$ cat src/rtl/lock_pkg.sv
// Shared types and constants for the lock controller and its input front end.
package lock_pkg;

  localparam int CNT_W = 16;

  typedef enum logic [1:0] {
    DB_IDLE       = 2'b00,
    DB_PRESS_PEND = 2'b01,
    DB_HELD       = 2'b10,
    DB_REL_PEND   = 2'b11
  } db_state_t;

  // Lock FSM encoding, owned here so the downstream controller shares it.
  localparam logic [2:0] LOCK_IDLE           = 3'b000;
  localparam logic [2:0] LOCK_SET_AWAITING   = 3'b001;
  localparam logic [2:0] LOCK_OPENED         = 3'b010;
  localparam logic [2:0] LOCK_ALARM          = 3'b011;
  localparam logic [2:0] LOCK_INPUT_PASSWORD = 3'b100;

endpackage

$ cat src/rtl/debounce_cell.sv
// One push-button: two-flop synchronizer, debounce FSM with saturating counter,
// and single-cycle press-accept / release events.
module debounce_cell
  import lock_pkg::*;
#(
  parameter int DB_CYCLES = 1000
) (
  input  logic      clk,
  input  logic      rst_n,
  input  logic      btn_raw,
  output logic      press_evt,
  output logic      release_evt,
  output logic      active,
  output db_state_t state_dbg
);

  localparam logic [CNT_W-1:0] TERM    = CNT_W'(DB_CYCLES - 1);
  localparam logic [CNT_W-1:0] CNT_MAX = '1;

  logic      btn_m, btn_s;
  db_state_t state, state_nxt;
  logic [CNT_W-1:0] cnt, cnt_nxt;

  always_ff @(posedge clk or negedge rst_n) begin
    if (!rst_n) begin
      btn_m <= 1'b0;
      btn_s <= 1'b0;
      state <= DB_IDLE;
      cnt   <= '0;
    end else begin
      btn_m <= btn_raw;
      btn_s <= btn_m;
      state <= state_nxt;
      cnt   <= cnt_nxt;
    end
  end

  // Each pending state counts DB_CYCLES cycles, including the cycle it is entered.
  always_comb begin
    state_nxt   = state;
    cnt_nxt     = (cnt == CNT_MAX) ? cnt : cnt + 1'b1;
    press_evt   = 1'b0;
    release_evt = 1'b0;
    case (state)
      DB_IDLE: begin
        if (btn_s) begin
          state_nxt = DB_PRESS_PEND;
          cnt_nxt   = '0;
        end
      end
      DB_PRESS_PEND: begin
        if (!btn_s) begin
          state_nxt = DB_IDLE;
        end else if (cnt == TERM) begin
          state_nxt = DB_HELD;
          press_evt = 1'b1;
        end
      end
      DB_HELD: begin
        if (!btn_s) begin
          state_nxt = DB_REL_PEND;
          cnt_nxt   = '0;
        end
      end
      DB_REL_PEND: begin
        if (btn_s) begin
          state_nxt = DB_HELD;
        end else if (cnt == TERM) begin
          state_nxt   = DB_IDLE;
          release_evt = 1'b1;
        end
      end
      default: state_nxt = DB_IDLE;
    endcase
  end

  assign active    = (state == DB_HELD) || (state == DB_REL_PEND);
  assign state_dbg = state;

endmodule

$ cat src/rtl/lock_input_conditioner.sv
// Lock front end: debounced set/check buttons, overlap (taint) arbitration and
// a code-switch snapshot delivered alongside every accepted pulse.
module lock_input_conditioner
  import lock_pkg::*;
#(
  parameter int DB_CYCLES = 1000,
  parameter int CODE_W    = 7
) (
  input  logic              clk,
  input  logic              rst_n,
  input  logic              set_btn_raw,
  input  logic              check_btn_raw,
  input  logic [CODE_W-1:0] code_raw,
  output logic              set_pulse,
  output logic              check_pulse,
  output logic [CODE_W-1:0] code_out,
  output logic              code_stale,
  output logic              conflict
);

  localparam logic [CNT_W-1:0] TERM = CNT_W'(DB_CYCLES - 1);

  logic      set_press, set_rel, set_act;
  logic      chk_press, chk_rel, chk_act;
  db_state_t set_state, chk_state;

  debounce_cell #(.DB_CYCLES(DB_CYCLES)) u_set (
    .clk, .rst_n, .btn_raw(set_btn_raw),
    .press_evt(set_press), .release_evt(set_rel), .active(set_act), .state_dbg(set_state)
  );

  debounce_cell #(.DB_CYCLES(DB_CYCLES)) u_chk (
    .clk, .rst_n, .btn_raw(check_btn_raw),
    .press_evt(chk_press), .release_evt(chk_rel), .active(chk_act), .state_dbg(chk_state)
  );

  logic set_taint, chk_taint;
  logic overlap, set_taint_eff, chk_taint_eff;
  logic set_ok, chk_ok, conflict_nxt;

  // Fold in the current cycle's overlap so a release never misses it.
  assign overlap       = set_act && chk_act;
  assign set_taint_eff = set_taint || overlap;
  assign chk_taint_eff = chk_taint || overlap;
  assign set_ok        = set_rel && !set_taint_eff;
  assign chk_ok        = chk_rel && !chk_taint_eff;
  assign conflict_nxt  = (set_rel && set_taint_eff) || (chk_rel && chk_taint_eff);

  logic [CODE_W-1:0] code_m, code_s, code_d, stable_code;
  logic [CNT_W-1:0]  code_cnt;
  logic              code_same, code_is_stable;

  assign code_same      = (code_s == code_d);
  assign code_is_stable = code_same && (code_cnt == TERM);

  always_ff @(posedge clk or negedge rst_n) begin
    if (!rst_n) begin
      set_taint   <= 1'b0;
      chk_taint   <= 1'b0;
      code_m      <= '0;
      code_s      <= '0;
      code_d      <= '0;
      code_cnt    <= '0;
      stable_code <= '0;
      set_pulse   <= 1'b0;
      check_pulse <= 1'b0;
      conflict    <= 1'b0;
      code_out    <= '0;
      code_stale  <= 1'b0;
    end else begin
      if (set_press)    set_taint <= 1'b0;
      else if (overlap) set_taint <= 1'b1;
      if (chk_press)    chk_taint <= 1'b0;
      else if (overlap) chk_taint <= 1'b1;

      code_m <= code_raw;
      code_s <= code_m;
      code_d <= code_s;
      if (!code_same)            code_cnt <= '0;
      else if (code_cnt != TERM) code_cnt <= code_cnt + 1'b1;
      if (code_is_stable)        stable_code <= code_s;

      set_pulse   <= set_ok;
      check_pulse <= chk_ok;
      conflict    <= conflict_nxt;
      if (set_ok || chk_ok) begin
        code_out   <= stable_code;
        code_stale <= !code_is_stable;
      end
    end
  end

endmodule

$ cat config.mk
export PLATFORM = sky130hd
export DESIGN_NAME = lock_input_conditioner
export DESIGN_NICKNAME = d
export VERILOG_FILES = /design/src/rtl/lock_pkg.sv /design/src/rtl/debounce_cell.sv /design/src/rtl/lock_input_conditioner.sv
export SDC_FILE = /design/constraint.sdc
export NUM_CORES = 1
export LEC_CHECK = 0
export ABC_AREA = 1
export BUFFER_PORTS_ARGS = -buffer_cell sky130_fd_sc_hd__buf_2
export CORE_ASPECT_RATIO = 0.5
export CORE_MARGIN = 10
export CORE_UTILIZATION = 65
export DETAILED_ROUTE_END_ITERATION = 12
export PLACE_DENSITY_LB_ADDON = 0.15
export SYNTH_ARGS = -nofsm -noshare
export SYNTH_HDL_FRONTEND = slang
export SYNTH_SLANG_ARGS = --single-unit
$ cat constraint.sdc
create_clock -name clk -period 3.04 [get_ports clk]
set_clock_uncertainty 0.05 [all_clocks]
set_input_delay 0 -clock clk [delete_from_list [all_inputs] [get_ports clk]]
set_output_delay 0 -clock clk [all_outputs]
set_load 0.05 [all_outputs]
# --- Yosys cells after proc, flatten, opt, wreduce, memory -nomap -nowiden ---
# Cells that the tools add are included.
classes:
  n_addsub: 3
  eq_ne: 22
  mux: 37
  n_reduce_logical: 21
op_table:
  columns: ["op", "n"]
  rows:
  - ["16-bit two-way mux", 8]
  - ["16-bit case mux with 2 select lines", 2]
  - ["16-bit by 1-bit adder with 16-bit output, second input constant", 3]
  - ["16-bit by 10-bit == test with 1-bit output, second input constant", 3]
  - ["16-bit == test, second input constant", 2]
  - ["2-bit two-way mux", 12]
  - ["16-bit by 10-bit inequality test with 1-bit output, second input constant", 1]
  - ["2-bit case mux with 4 select lines", 2]
  - ["1-bit two-way mux", 13]
  - ["2-bit == test, second input constant", 4]
  - ["4-bit AND reduction", 2]
  - ["7-bit == test", 1]
  - ["1-bit logical AND", 6]
  - ["1-bit logical OR", 6]
  - ["2-bit by 1-bit inequality test with 1-bit output, second input constant", 3]
  - ["3-bit by 1-bit inequality test with 1-bit output, second input constant", 2]
  - ["3-bit inequality test, second input constant", 2]
  - ["2-bit by 1-bit == test with 1-bit output, second input constant", 2]
  - ["2-bit zero test", 2]
  - ["2-bit inequality test, second input constant", 2]
  - ["2-bit nonzero test", 2]
  - ["1-bit zero test", 3]
word_totals:
  reg_bits: 97
  elab_cells: 103

# --- Logic depth before layout (Yosys ltp) ---
logic_depth:
  depth_word: 7
  depth_mapped: 10

# --- Modules after synthesis ---
# A second synthesis with hierarchy kept.
unflattened:
  cells_unflattened: 638
  area_unflattened_um2: 4927.2
modules_own_cells:
  columns: ["mod", "instances", "cells_per_inst", "area_each_um2", "seq_area_each_um2"]
  rows:
  - ["lock_input_conditioner", 1, 296, 2522.4, 1426.4]
  - ["debounce_cell", 2, 171, 1202.4, 500.5]

# --- Worst setup path after synthesis ---
# No wires, ideal clock.
synth_timing:
  kind: "register to register"
  startpoint: "reg u_set.cnt[0]"
  endpoint: "reg u_set.cnt[1]"
  setup_time_ns: 0.120
  t_arrival_ns: 1.347
  required_ns: 2.870
  path_slack_ns: 1.523
  path_stages_with_launch: 10
  path_buffers: 1
  synth_period_minus_slack_ns: 1.517
  path_cell_list: "dfrtp_1 > ha_1 > nand2_2 > nor2_4 > nand2_2 > nor2_4 > nand2_4 > buf_6 > o21ai_0 > nor2_1"
synth_via:
  elab_chain_len: 4
synth_lines:
  columns: ["element", "line", "rtl"]
  rows:
  - ["start, declared", "debounce_cell.sv:22", "logic [CNT_W-1:0] cnt, cnt_nxt;"]
  - ["start signal, assigned", "debounce_cell.sv:34", "cnt <= cnt_nxt;"]
  - ["16-bit by 1-bit adder with 16-bit output or 16-bit == test (tied branches)", "debounce_cell.sv:41", "cnt_nxt = (cnt == CNT_MAX) ? cnt : cnt + 1'b1;"]
  - ["16-bit two-way mux (*)", "debounce_cell.sv:41", null]
  - ["16-bit two-way mux, on equally long branches", "debounce_cell.sv:60, debounce_cell.sv:46", null]
  - ["16-bit case mux with 2 select lines (*)", "debounce_cell.sv:44", "case (state)"]
  - ["via u_set.cnt_nxt[1]", "debounce_cell.sv:22", null]
# Mark *: on every way through the listed nets, which the timed path passes. The rest lies on a longest branch.
# A chain may end at the register's enable or synchronous reset.

# --- Worst setup path in the final report ---
layout_timing:
  startpoint: "reg u_set.cnt[0]"
  endpoint: "reg u_set.cnt[0]"
# Same word-level chain as after synthesis.

==> impl_metrics.yaml <==
critical_path:
  path_max_fanout: 5
  cp_top_family: "simple AND/OR/NAND/NOR gates"
  cp_common_cell: "nand2_2"
  path_cells: "ha_1 -> nand2_2 -> nor2_4 -> nand2_2 -> inv_1 -> nand2_1 -> a211oi_1"
  critPathMaxStageDelay_ps: 420
  critPathCaptureType: "register"
  crit_arrival_ps: 1920
  r2r_slack_ps: 1300
  cp-start-kind: "register"
  path_class: "register to register"
  slowest_stage: "dfrtp_1"
  crit_buf_inv: 1
  required_ps: 3230
clock_tree:
  cts_resized: 0
  cts-root-buf: "clkbuf_16"
  clk_pin_slew_ps: 70
  ctsHoldBuffers: 10
  cts_tree: "yes"
  h-tree-depth: 3
  clk-insertion-delay-late_ps: 340
  cts_buffers: 9
  cts.path.max_buffers: 2
  cts_sinks: 97
  post_cts_buffers: 0
cells_and_area:
  final_area_sq_um: 5220
  final_layout_size_suffix_gt1_frac: 0.137
  diodes: 0
  nNetsFinal: 593
  area_growth_pct: 13.3
  final_cells: 676
timing:
  fin_crit_ps: 1740
  hold_slack_ps: 180
  drv_slew: 0
  tightest_slew_ps: 661
  setup_viol: 0
  period_share: 0.571
  max_freq_mhz: 576
  rsz0062_at_grt: "false"
  slew_headroom: 0.559
  setup_tns_ps: 0
  hold_violations: 0
die:
  initial_core_util: 0.680
  core_area_sq_um: 6780
  ioPinCount: 22
  die-area_sq_um: 11100
  die_y_um: 79.5
  die_w_um: 139
  placementRows: 21
global_routing:
  grt_max_degree: 53
  grt_pass1_vias: 3460
  antenna_found_initial: 0
  grt_pass1_wl_mm: 15.6
  grt-ovfl-total: 0
  gr-usage-all-layers: 0.169
job:
  drv_cap: 0
drt:
  avgRoutedWirePerCell_um: 13.4
  postRouteAntennaNets: 0
  drt_iter0_drc: 246
  wl_mm: 9.04
  drc: 0
  viasPerCell: 5.36
  drt_pass1_iterations: 5
  via_count: 3622
logic_synthesis:
  syn_nets: 551
  syn_avg_cell_area_sq_um: 8.58
  yosysTopAreaCellShare: 0.527
  syn_inst: 537
  ys_ff_latch: 97
  yosysUniqueCellTypes: 34
  synth.largest_area_cell: "dfrtp_1"
  ys_top_cells_by_area: "dfrtp_1 (53%), nand2_1 (9.4%), nand3_1 (6.1%)"
  syn_area_sq_um: 4610
  yosys_warnings: 0
  ys_seq_area_frac: 0.527
placement:
  place_area_sq_um: 4830
  gp_congestion: 0.888
  dp_hpwl_mm: 6.36
  port_buffers: 21
  dp.cells: 650
pwr:
  ir_worst_vdd_mv: 0.445
  p_leak_nw: 2.57
  pwr_density_cell_nw_per_um2: 516
outcome:
  run_status: "finished, final reports clean"
min_path:
  hold_path.class: "input pin to async pin"
## worst register-to-register path, stage by stage (launching register included)
cell	delay [ps]
dfrtp_1	420
ha_1	270
nand2_2	110
nor2_4	130
nand2_2	100
inv_1	110
nand2_1	140
a211oi_1	290
## flip-flops by register name, summed over array words and instances (netlist names), 7 cells and up, named ones only
register / flops
code_cnt: 16
u_chk.cnt: 16
u_set.cnt: 16
code_d: 7
code_m: 7
code_out: 7
code_s: 7
stable_code: 7
## stage by stage
step | power [mW] | util | worst slack (ps)
2_1_floorplan | 1.53 | - | 1520
3_3_place_gp | 1.60 | 0.712 | 1380
3_5_place_dp | 1.60 | 0.712 | 1340
4_1_cts | 2.73 | 0.770 | 1320
5_1_grt | 2.81 | 0.770 | 1140
6_report | 2.70 | 0.770 | 1300
## area by class of cell
| class | count | area [sq um] |
|---|---|---|
| Clock buffer | 10 | 239 |
| Clock inverter | 6 | 56.3 |
| Fill cell | 469 | 1560 |
| Inverter | 73 | 274 |
| Multi-Input combinational cell | 365 | 1890 |
| Sequential cell | 97 | 2430 |
| Tap cell | 92 | 115 |
| Timing Repair Buffer | 33 | 223 |
## path summary, 6_finish.rpt
kind,from,end,depth (start not counted)
min in group clk,code_raw[5],code_m[5],2
worst max register to register,u_set.cnt[0],u_set.cnt[0],7
max in group asynchronous,rst_n,code_cnt[3],3
worst min-delay path,rst_n,u_set.cnt[9],2
worst max-delay path,u_set.cnt[0],u_set.cnt[0],7
worst min register to register,code_m[2],code_s[2],0
## layer usage
layer | track usage | part of all wire | vias up
met1 | 0.203 | 0.46 | 1707
met5 | 0 | 0 | -
li1 | - | - | 1825
met3 | 0.0558 | 0.046 | 10
met4 | 0.0683 | 0.010 | 0
met2 | 0.278 | 0.48 | 80
## logic make-up (layout without fill, tap and decap cells)
| kind of cell | Yosys count | count (layout) | share of synthesized area |
|---|---|---|---|
| buffers and inverters | 75 | 122 | 0.0636 |
| xor gates and xnor gates | 12 | 12 | 0.0228 |
| DFF | 97 | 97 | 0.527 |
| adders and majority gates | 3 | 3 | 0.00815 |
| AOI/OAI and AO/OA | 45 | 45 | 0.0540 |
| and+or+nand+nor | 305 | 305 | 0.325 |
## synth_stat cells (all sizes together)
master / n
o21ai: 17
inv: 73
dfrtp: 97
nand3: 57
and3: 1
and2: 3
xnor2: 5
a21oi: 17
a211oi: 1
nand2: 123
buf: 2
ha: 3
o21a: 1
nor3: 23
nand4: 17
o211ai: 6
xor2: 7
nor2: 77
a31oi: 3
nor3b: 3
nand3b: 1
## power breakdown
group | switching [mW] | leakage, nW | internal (mW) | total (mW)
registers | 0.0663 | 1.28 | 1.35 | 1.41
logic | 0.116 | 1.14 | 0.0683 | 0.185
clock network | 0.504 | 0.144 | 0.595 | 1.10
total | 0.687 | 2.57 | 2.01 | 2.70
## layout by cell type, fill, tap and decap left out, types with 5 or more instances in the layout
master,netlist,final
o211ai_1,6,6
dfrtp_1,97,97
o21ai_0,16,16
xor2_1,7,7
buf_2,0,20
a21oi_1,17,17
nor2_2,9,9
dlygate4sd3_1,0,10
clkbuf_16,0,9
nand3_1,56,56
nor2_1,59,59
nand4_1,15,15
nor3_1,20,20
inv_2,7,7
nand2_2,6,6
inv_1,66,66
nand2_1,115,115
xnor2_1,5,5
nor2_4,9,9
No activity file was read; power rests on OpenSTA's default activity.
